--- config.mk ---
export PLATFORM = sky130hd
export DESIGN_NAME = apb_master_bridge
export DESIGN_NICKNAME = d
export VERILOG_FILES = /design/src/rtl/apb_master_bridge.sv
export SDC_FILE = /design/constraint.sdc
export NUM_CORES = 1
export LEC_CHECK = 0
export ABC_AREA = 1
export ABC_CLOCK_PERIOD_IN_PS = 5000
export CELL_PAD_IN_SITES_DETAIL_PLACEMENT = 1
export CELL_PAD_IN_SITES_GLOBAL_PLACEMENT = 1
export CORE_MARGIN = 4
export CORE_UTILIZATION = 40
export CTS_BUF_LIST = sky130_fd_sc_hd__clkbuf_2 sky130_fd_sc_hd__clkbuf_4 sky130_fd_sc_hd__clkbuf_8
export CTS_CLUSTER_SIZE = 30
export DETAILED_ROUTE_END_ITERATION = 6
export DONT_BUFFER_PORTS = 1
export HOLD_SLACK_MARGIN = 0.08
export PLACE_DENSITY_LB_ADDON = 0.1
export SYNTH_ARGS = -nofsm -noshare
export SYNTH_HDL_FRONTEND = slang
export SYNTH_SLANG_ARGS = --single-unit
--- constraint.sdc ---
create_clock -name pclk -period 5 [get_ports pclk]
set_input_delay 0.5 -clock pclk [delete_from_list [all_inputs] [get_ports pclk]]
set_output_delay 0.5 -clock pclk [all_outputs]
set_load 0.02 [all_outputs]
--- src/rtl/apb_master_bridge.sv ---
// APB4 master: turns one valid/ready request into a single SETUP/ACCESS transfer
// and returns its result on a valid/ready response channel, with an optional PREADY timeout.
module apb_master_bridge #(
  parameter int unsigned ADDR_WIDTH     = 32,
  parameter int unsigned DATA_WIDTH     = 32,
  parameter int unsigned TIMEOUT_CYCLES = 16
) (
  input  logic                    pclk,
  input  logic                    preset,
  input  logic                    req_valid,
  output logic                    req_ready,
  input  logic [ADDR_WIDTH-1:0]   req_addr,
  input  logic                    req_write,
  input  logic [DATA_WIDTH-1:0]   req_wdata,
  input  logic [DATA_WIDTH/8-1:0] req_strb,
  input  logic [2:0]              req_prot,
  output logic                    rsp_valid,
  input  logic                    rsp_ready,
  output logic [DATA_WIDTH-1:0]   rsp_rdata,
  output logic                    rsp_err,
  output logic                    rsp_timeout,
  output logic [ADDR_WIDTH-1:0]   paddr,
  output logic                    psel,
  output logic                    penable,
  output logic                    pwrite,
  output logic [DATA_WIDTH-1:0]   pwdata,
  output logic [DATA_WIDTH/8-1:0] pstrb,
  output logic [2:0]              pprot,
  input  logic                    pready,
  input  logic [DATA_WIDTH-1:0]   prdata,
  input  logic                    pslverr
);

  localparam int unsigned CNT_W = (TIMEOUT_CYCLES > 0) ? $clog2(TIMEOUT_CYCLES + 1) : 1;
  localparam logic [CNT_W-1:0] TO_LIMIT = CNT_W'(TIMEOUT_CYCLES);

  typedef enum logic [1:0] {
    S_IDLE,
    S_SETUP,
    S_ACCESS,
    S_RESP
  } state_t;

  state_t           state;
  logic [CNT_W-1:0] wait_cnt;
  logic [CNT_W-1:0] wait_cnt_inc;
  logic             timeout_hit;

  always_comb begin
    wait_cnt_inc = (wait_cnt == '1) ? wait_cnt : wait_cnt + 1'b1;
    timeout_hit  = (TIMEOUT_CYCLES != 0) && (wait_cnt_inc == TO_LIMIT);
  end

  always_ff @(posedge pclk or posedge preset) begin
    if (preset) begin
      state       <= S_IDLE;
      wait_cnt    <= '0;
      req_ready   <= 1'b0;
      rsp_valid   <= 1'b0;
      rsp_rdata   <= '0;
      rsp_err     <= 1'b0;
      rsp_timeout <= 1'b0;
      paddr       <= '0;
      psel        <= 1'b0;
      penable     <= 1'b0;
      pwrite      <= 1'b0;
      pwdata      <= '0;
      pstrb       <= '0;
      pprot       <= '0;
    end else begin
      case (state)
        S_IDLE: begin
          req_ready <= 1'b1;
          if (req_valid && req_ready) begin
            req_ready <= 1'b0;
            psel      <= 1'b1;
            paddr     <= req_addr;
            pwrite    <= req_write;
            pwdata    <= req_wdata;
            pstrb     <= req_write ? req_strb : '0;
            pprot     <= req_prot;
            state     <= S_SETUP;
          end
        end
        S_SETUP: begin
          penable  <= 1'b1;
          wait_cnt <= '0;
          state    <= S_ACCESS;
        end
        S_ACCESS: begin
          // pready is tested first so completion beats a timeout on the same edge
          if (pready || timeout_hit) begin
            psel        <= 1'b0;
            penable     <= 1'b0;
            paddr       <= '0;
            pwrite      <= 1'b0;
            pwdata      <= '0;
            pstrb       <= '0;
            pprot       <= '0;
            rsp_valid   <= 1'b1;
            rsp_rdata   <= (pready && !pwrite) ? prdata : '0;
            rsp_err     <= pready ? pslverr : 1'b1;
            rsp_timeout <= !pready;
            state       <= S_RESP;
          end else begin
            wait_cnt <= wait_cnt_inc;
          end
        end
        S_RESP: begin
          if (rsp_ready) begin
            rsp_valid   <= 1'b0;
            rsp_rdata   <= '0;
            rsp_err     <= 1'b0;
            rsp_timeout <= 1'b0;
            req_ready   <= 1'b1;
            state       <= S_IDLE;
          end
        end
        default: state <= S_IDLE;
      endcase
    end
  end

endmodule

## After elaboration in Yosys (flattened, before gate mapping)

Cells that the tools add are included.

| storage, ports and cells | value |
|---|---|
| memories kept | 0 |
| bits in writable memories | 0 |
| register bits | 117 |
| output and inout port bits | 110 |
| logic and storage cells | 80 |
| input port bits | 110 |
| memory bits (read-only) | 0 |
| latch bits | 0 |

| operators by class | value |
|---|---|
| shift-type cells | 0 |
| reductions and logical operators | 16 |
| bitwise gates (word level) | 0 |
| magnitude comparators | 0 |
| multiply operators | 0 |
| $add $sub $neg | 1 |
| div/mod/pow operators | 0 |
| multiplexer cells | 40 |
| equality and inequality tests | 9 |

Operator list:

| operator | number |
|---|---|
| two-way mux 32 bit | 6 |
| case mux 32 bit (2 select lines) | 3 |
| case mux 1 bit (2 select lines) | 7 |
| two-way mux 4 bit | 3 |
| == test 5 bit, second input constant | 2 |
| two-way mux 1 bit | 10 |
| two-way mux 5 bit | 2 |
| case mux 5 bit (2 select lines) | 1 |
| AND reduction 3 bit | 3 |
| != test 2 bit, second input constant | 4 |
| case mux 2 bit (4 select lines) | 1 |
| case mux 4 bit (2 select lines) | 1 |
| nonzero test 2 bit | 4 |
| two-way mux 2 bit | 3 |
| two-way mux 3 bit | 2 |
| case mux 3 bit (2 select lines) | 1 |
| AND reduction 2 bit | 3 |
| adder 5 x 1 -> 5 bit, second input constant | 1 |
| == test 2 bit, second input constant | 2 |
| == test 2 x 1 -> 1 bit, second input constant | 1 |
| logical AND 1 bit | 2 |
| zero test 1 bit | 2 |
| zero test 2 bit | 1 |
| logical OR 1 bit | 1 |

## Longest topological paths before layout

| depth | value |
|---|---|
| depth after elaboration | 6 |
| gate-level depth with buffers | 12 |
| depth with buffers taken out | 11 |

## Least setup slack after synthesis

No wires, ideal clock.

| timing | value |
|---|---|
| kind | flip-flop to flip-flop |
| from | reg wait_cnt[0] |
| to | reg rsp_err |
| arrival | 1,582 ps |
| setup time | 117 ps |
| cell stages (with the launch flop) | 11 |
| slack | 3,301 ps |
| path buffers | 1 |
| period minus slack after synthesis | 1,699 ps |
| data required time | 4,883 ps |
| path through | dfrtp_1 ha_1 nand4_1 inv_1 nor2_1 nand3_2 nand3_4 nand3_4 buf_6 nand2_1 nand2_1 |

| between the ends | value |
|---|---|
| word-level cells in the longest chain between the ends | 6 |
| elaborated cells on any way between the ends | 7 |
| those cells by class | add/sub (1); eq/ne (3); mux (1); reduce/logical (2) |

RTL lines:

| item | RTL line | text |
|---|---|---|
| start: declaration | 45 | `logic [CNT_W-1:0] wait_cnt;` |
| start signal: assignment | 106 | `wait_cnt <= wait_cnt_inc;` |
| adder 5 x 1 -> 5 bit or == test 5 bit (tied branches) | 50 | `wait_cnt_inc = (wait_cnt == '1) ? wait_cnt : wait_cnt + 1'b1;` |
| two-way mux 5 bit (*) | 50 |  |
| == test 5 bit (*) | 51 | `timeout_hit = (TIMEOUT_CYCLES != 0) && (wait_cnt_inc == TO_LIMIT);` |
| logical OR 1 bit (*) | 92 | `if (pready \|\| timeout_hit) begin` |
| != test 2 bit (no line) (*) | -- |  |
| AND reduction 3 bit (no line) (*) | -- |  |
| end signal: assignment | 102 | `rsp_err <= pready ? pslverr : 1'b1;` |
| end: declaration | 20 | `output logic rsp_err,` |

Mark *: on every way between the ends. The rest lies on a longest branch, timed or not.
A chain may end at the register's enable or synchronous reset.

## Final worst setup path

| timing | value |
|---|---|
| from | reg state[0] |
| to | reg pstrb[0] |

| between the ends | value |
|---|---|
| word-level cells in the longest chain between the ends | 3 |
| elaborated cells on any way between the ends | 7 |
| those cells by class | eq/ne (3); mux (1); reduce/logical (3) |

RTL lines:

| item | RTL line | text |
|---|---|---|
| start: declaration | 44 | `state_t state;` |
| start signal: assignment | 56 | `state <= S_IDLE;` |
| start signal: assignment | 82 | `state <= S_SETUP;` |
| start signal: assignment | 88 | `state <= S_ACCESS;` |
| == test 2 bit or zero test 2 bit (tied branches) | 71 | `case (state)` |
| != test 2 bit (no line) or nonzero test 2 bit (tied branches) | -- |  |
| AND reduction 3 bit (no line) | -- |  |
| end signal: assignment | 80 | `pstrb <= req_write ? req_strb : '0;` |
| end: declaration | 27 | `output logic [DATA_WIDTH/8-1:0] pstrb,` |

Several ways; a longest one is shown, not always the timed one.

==> results_dict.tcl <==
set metrics [dict create \
    cts_tree "done" \
    core-area_mm2 0.0115 \
    drt_iter0_markers 160 \
    muxShareOfSynthArea_pct 0 \
    start_kind "register" \
    final_cell_mix "nand2_1, dfrtp_1, clkbuf_8" \
    p_per_area_mw_per_mm2 779 \
    io-pin-count 220 \
    cts_setup_buffers 0 \
    ys_types 22 \
    grt_max_degree 78 \
    power_uw 4040 \
    drt-total-wl_mm 12.4 \
    critical_path_buf_inv_count 4 \
    cts_sinks 117 \
    h-tree-depth 4 \
    rows 39 \
    syn_nets 657 \
    cts_resized 0 \
    grt_antenna_before_repair 0 \
    postRouteAntennaNets 0 \
    dpl.hpwl_mm 8.92 \
    worstSetupEndpointType "register" \
    wire_per_inst_um 17.9 \
    stdcell_area_mm2 0.00519 \
    grt-ovfl-total 0 \
    peakVddDrop_mv 0.355 \
    port_buffers 0 \
    syn-cell-area_mm2 0.00476 \
    synth_top_area_cell "dfrtp_1" \
    path_delay_family "buffers and inverters" \
    sw_frac_of_total_pct 46.2 \
    power_frac_clock_pct 22.1 \
    syn_inst 542 \
    critical_path_required_ns 5.37 \
    drc 0 \
    grt_pass1_wl_mm 19.0 \
    synth_compound_area_share_pct 1.10 \
    path_cells "inv_1 -> ha_1 -> inv_1 -> a21oi_2 -> nand2_1 -> inv_2 -> buf_4 -> nand3_1 -> nand2_1" \
    avgViaCountPerCell 4.99 \
    ctsHoldBuffers 0 \
    reg2reg_to "pstrb[0]$_DFFE_PP0P_" \
    synth_top_area_share_pct 61.5 \
    synth_area_leaders "dfrtp_1, nand2_1, buf_6" \
    track_usage_pct 18.5 \
    comb_power_share_pct 27.5 \
    crit_fanout 41 \
    r2r_cells 9 \
    areaGrowthSynthToFinish_pct 9.15 \
    fp.dieW_um 117 \
    postPlaceCellArea_mm2 0.00478 \
    clockBufferDepth 2 \
    synth.avg_cell_area_um2 8.78 \
    grt_pass1_vias 3626 \
    cp_data_arrival_time_ns 2.84 \
    antennaDiodeCount 0 \
    r2r-start "state[0]$_DFFE_PP0P_" \
    min_period_ns 2.47 \
    setup_tns_ns 0 \
    yosys_warnings 0 \
    clock_latency_ns 0.44 \
    maxCapViolations 0 \
    clkTransAtPathRegs_ns 0.07 \
    fp.dieH_um 117 \
    worstHoldPathType "input port to async pin" \
    gp_congestion 0.780 \
    synth_xor_area_share_pct 0.184 \
    slowest_stage "buf_4" \
    die-area_mm2 0.0137 \
    layout.cells.most_common "nand2_1" \
    vias 3478 \
    tightest_slew_ns 0.968 \
    fin_crit_sh_pct 49.4 \
    ys_seq_area_share_pct 61.5 \
    run_status "completed" \
    path_class "register to register" \
    clockRootBuffer "clkbuf_8" \
    rsz0062_at_grt "false" \
    reg2reg_slack_ns 2.53 \
    hold_viol_final 0 \
    layout-drive-gt1-share_pct 7.76 \
    finish.utilization_pct 45.1 \
    slew_headroom_pct 35.5 \
    p_leak_uw 0.00291 \
    p_switching_uw 1870 \
    seq_power_share_pct 50.4 \
    start_util_pct 41.3 \
    slew_violations 0 \
    fmax_ghz 0.405 \
    ys_ff_latch 117 \
    cts_inserted_buffers 17 \
    fin_nets 656 \
    hold_ws_ns 0.153 \
    cp_slowest_stage_delay_ns 0.47 \
    finClkSkew_ns 0.00993 \
    firstDrtPassIters 4 \
    synth_top_family_by_area "simple AND/OR/NAND/NOR gates" \
    synth-simple-area-share_pct 30.6 \
    synth_fa_ha_area_share_pct 1.32 \
    p_int_uw 2180 \
    setup_viol 0 \
]
-- Yosys cell counts (all sizes together) --
library cell  number
nand2            341
dfrtp            117
inv               20
buf               18
nand3             17
o21ai              6
ha                 5
clkbuf             4
nor2               4
nand4              3
a21oi              2
or2                2
a22o               1
or4                1
xnor2              1
-- final cells by class --
type | count | area (um^2)
Sequential cell | 117 | 2930
Fill cell | 1365 | 6320
Tap cell | 143 | 179
Multi-Input combinational cell | 383 | 1580
Timing Repair Buffer | 2 | 15.0
Inverter | 20 | 77.6
Clock buffer | 22 | 284
Clock inverter | 10 | 129
-- sequential cells by signal, summed over array words and instances (netlist names) --
name         flops
paddr           32
penable          1
pprot            3
psel             1
pstrb            4
pwdata          32
pwrite           1
req_ready        1
rsp_err          1
rsp_rdata       32
rsp_timeout      1
rsp_valid        1
state            2
wait_cnt         5
-- power by group through the flow --
stage | clock, uW | combinational [uW] | sequential [uW]
detailed placement | 0 | 1150 | 2060
global placement | 0 | 1080 | 2060
CTS | 931 | 1160 | 2050
global route | 976 | 1340 | 2090
floorplan | 0 | 1020 | 1940
finish | 894 | 1110 | 2040
-- cell families after synthesis --
| group | Yosys count |
|---|---|
| DFF | 117 |
| adders and majority gates | 5 |
| xor gates and xnor gates | 1 |
| and+or+nand+nor | 368 |
| buffers and inverters | 42 |
| AOI/OAI and AO/OA | 9 |
-- routing by layer --
layer,vias up,part of all wire [%],track usage (%)
met5,-,0,0
met3,18,13,11.1
met1,1669,36,20.2
met2,145,49,29.2
li1,1646,-,-
met4,0,1.9,7.80
-- worst max path at each step --
stage	start	slack, ns	end	depth (start not counted)
4_1_cts	state[0]$_DFFE_PP0P_	2.47	pwdata[15]$_DFFE_PP0P_	9
2_1_floorplan	preset	1.40	paddr[0]$_DFFE_PP0P_	1
3_5_place_dp	state[0]$_DFFE_PP0P_	2.50	pstrb[0]$_DFFE_PP0P_	9
6_report	state[0]$_DFFE_PP0P_	2.53	pstrb[0]$_DFFE_PP0P_	9
5_1_grt	state[0]$_DFFE_PP0P_	2.25	pstrb[0]$_DFFE_PP0P_	9
3_3_place_gp	state[0]$_DFFE_PP0P_	2.66	pstrb[3]$_DFFE_PP0P_	9
-- through the flow --
step,std cells,worst slack [ns]
floorplan,542,1.40
global placement,665,2.66
detailed placement,665,2.50
CTS,697,2.47
global route,697,2.25
finish,697,2.53
(Power assumes the default switching activity.)
==> variant, RTL diff (same flow settings) <==
Encoding of `state_t`: now Gray code (2 bits for 4 states).
--- a/src/rtl/apb_master_bridge.sv
+++ b/src/rtl/apb_master_bridge.sv
@@ -37,6 +37,6 @@
   typedef enum logic [1:0] {
-    S_IDLE,
-    S_SETUP,
-    S_ACCESS,
-    S_RESP
+    S_IDLE   = 2'b00,
+    S_SETUP  = 2'b01,
+    S_ACCESS = 2'b11,
+    S_RESP   = 2'b10
   } state_t;
Formal check against the unedited RTL: no difference found for any inputs over 10 cycles, from zero or initial values and one cycle with preset high; not proved beyond that.
==> variant against the original RTL <==
  * Setup slack got worse by 0.080 ns
  * Die area fell by 1.4%
  * Sequential cell count unchanged
  * Via count shrank 0.92%
  * Design area barely moved
  * First-iteration DRC count grew 19%
  * Utilization is 0.15 points higher
  * Count of clock-buffer cells in the layout rose by 1
  * Wire length shrank 2.5%
  * Clock skew down 0.00089 ns
  * Total power is 15% lower
  * Synthesized cell count shrank 1.3%
  * Area after synthesis shrank 1.4%
  * Largest power group unchanged
==> variant: results (changes against the original RTL) <==
vias_per_cell: 4.99  # about the same
cts_resized: 0  # unchanged
drive_gt1_share_pct: 8.04  # +0.28 points
cp_max_fo: 72  # +76%
ys_top_cells_by_area: "dfrtp_1 62%, nand2_1 25%, nand3_1 4.6%, buf_6 1.7%, inv_1 1.4%"
synth-adder-area-share_pct: 0.267  # -1.0 points
hpwl_um: 8580  # -3.8%
r2r_cells: 8  # -1
synth-xor-area-share_pct: 0.187  # +0.0027 points
reg2reg_from: "req_ready"
clock_latency_ns: 0.43
cp.arrival_ns: 2.86  # +0.02 ns
postCtsSetupBuffers: 0  # unchanged
grt_max_degree: 85  # +9.0%
finalNetCount: 645  # -1.7%
grt_pass1_wl_um: 18500  # -2.8%
first_iter_violations: 190  # +19%
power.leakage_nw: 2.94  # +1.1%
final.fill_count: 1367  # +0.15%
antenna_cells: 0  # unchanged
synthTopCellsByCount: "313 x nand2_1, 117 x dfrtp_1, 43 x nand3_1"
irDropWorstVdd_mv: 0.329  # -7.2%
finClkSkew_ns: 0.00904  # -0.000894 ns
max_slew_margin_pct: 22.5  # -13 points
hold_path_class: "primary input to flop"
status: "complete, no violations"
reg2reg_setup_slack_ns: 2.45  # -0.08 ns
yosysUniqueCellTypes: 23  # +4.5%
synth_compound_area_share_pct: 0.560  # -0.54 points
wl_um: 12100  # -2.5%
seq_area_frac_synth_pct: 62.4  # +0.90 points
gp_congestion: 0.716  # -8.2%
[variant: stage by stage]
| stage | worst slack (ns) | instances | hold WS (ns) | power (W) |
|---|---|---|---|---|
| 2_1_floorplan | 1.40 | 535 | 0.516 | 0.00238 |
| 3_3_place_gp | 2.51 | 658 | 0.551 | 0.00252 |
| 3_5_place_dp | 2.40 | 658 | 0.576 | 0.00256 |
| 4_1_cts | 2.38 | 690 | 0.143 | 0.00350 |
| 5_1_grt | 2.16 | 690 | 0.138 | 0.00369 |
| 6_report | 2.45 | 690 | 0.180 | 0.00344 |
[variant: cells by family after synthesis]
kind of cell / count (synthesis)
AOI/OAI and AO/OA: 4
xor gates and xnor gates: 1
adders and majority gates: 1
buffers and inverters: 40
DFF: 117
and+or+nand+nor: 372
[variant: worst max-delay path by stage]
stage                         start          to  slack (ns)
final                     req_ready   paddr[15]        2.45
after global routing      req_ready    paddr[5]        2.16
after CTS                 req_ready  pwdata[21]        2.38
after floorplan              preset    paddr[0]        1.40
after global placement    req_ready  pwdata[19]        2.51
after detailed placement  req_ready  pwdata[21]        2.40
[variant: cell type report]
cell class              instances  area [um^2]  area share (%)
clock inverters                 9          123            2.36
repair buffers                  3         22.5           0.434
multi-input cells             378         1560            30.1
well taps                     143          179            3.45
inverters                      17         66.3            1.28
clock buffers                  23          310            5.98
flip-flops and latches        117         2930            56.4
[variant: power by group]
part / leakage, nW / internal, W / total, W / switching [W]
registers: 1.56 / 0.00124 / 0.00183 / 0.000590
clock network: 0.225 / 0.000561 / 0.000923 / 0.000362
logic: 1.15 / 0.000201 / 0.000679 / 0.000479
total: 2.94 / 0.00200 / 0.00344 / 0.00143
[variant: critical path, stage by stage (launching register included)]
cell,delay [ns]
dfrtp_1,0.49
nand2_1,0.17
nor3_4,0.13
buf_4,0.55
inv_1,0.17
nand2_1,0.17
nand2_4,0.41
nand2_1,0.22
nand2_1,0.07
[variant: metal layers]
| metal | track usage [%] | share of wire (%) | up-vias |
|---|---|---|---|
| met5 | 0 | 0 | - |
| met4 | 8.12 | 2.2 | 0 |
| met3 | 9.90 | 13 | 20 |
| met2 | 28.9 | 48 | 158 |
| met1 | 19.4 | 37 | 1628 |
| li1 | - | - | 1640 |
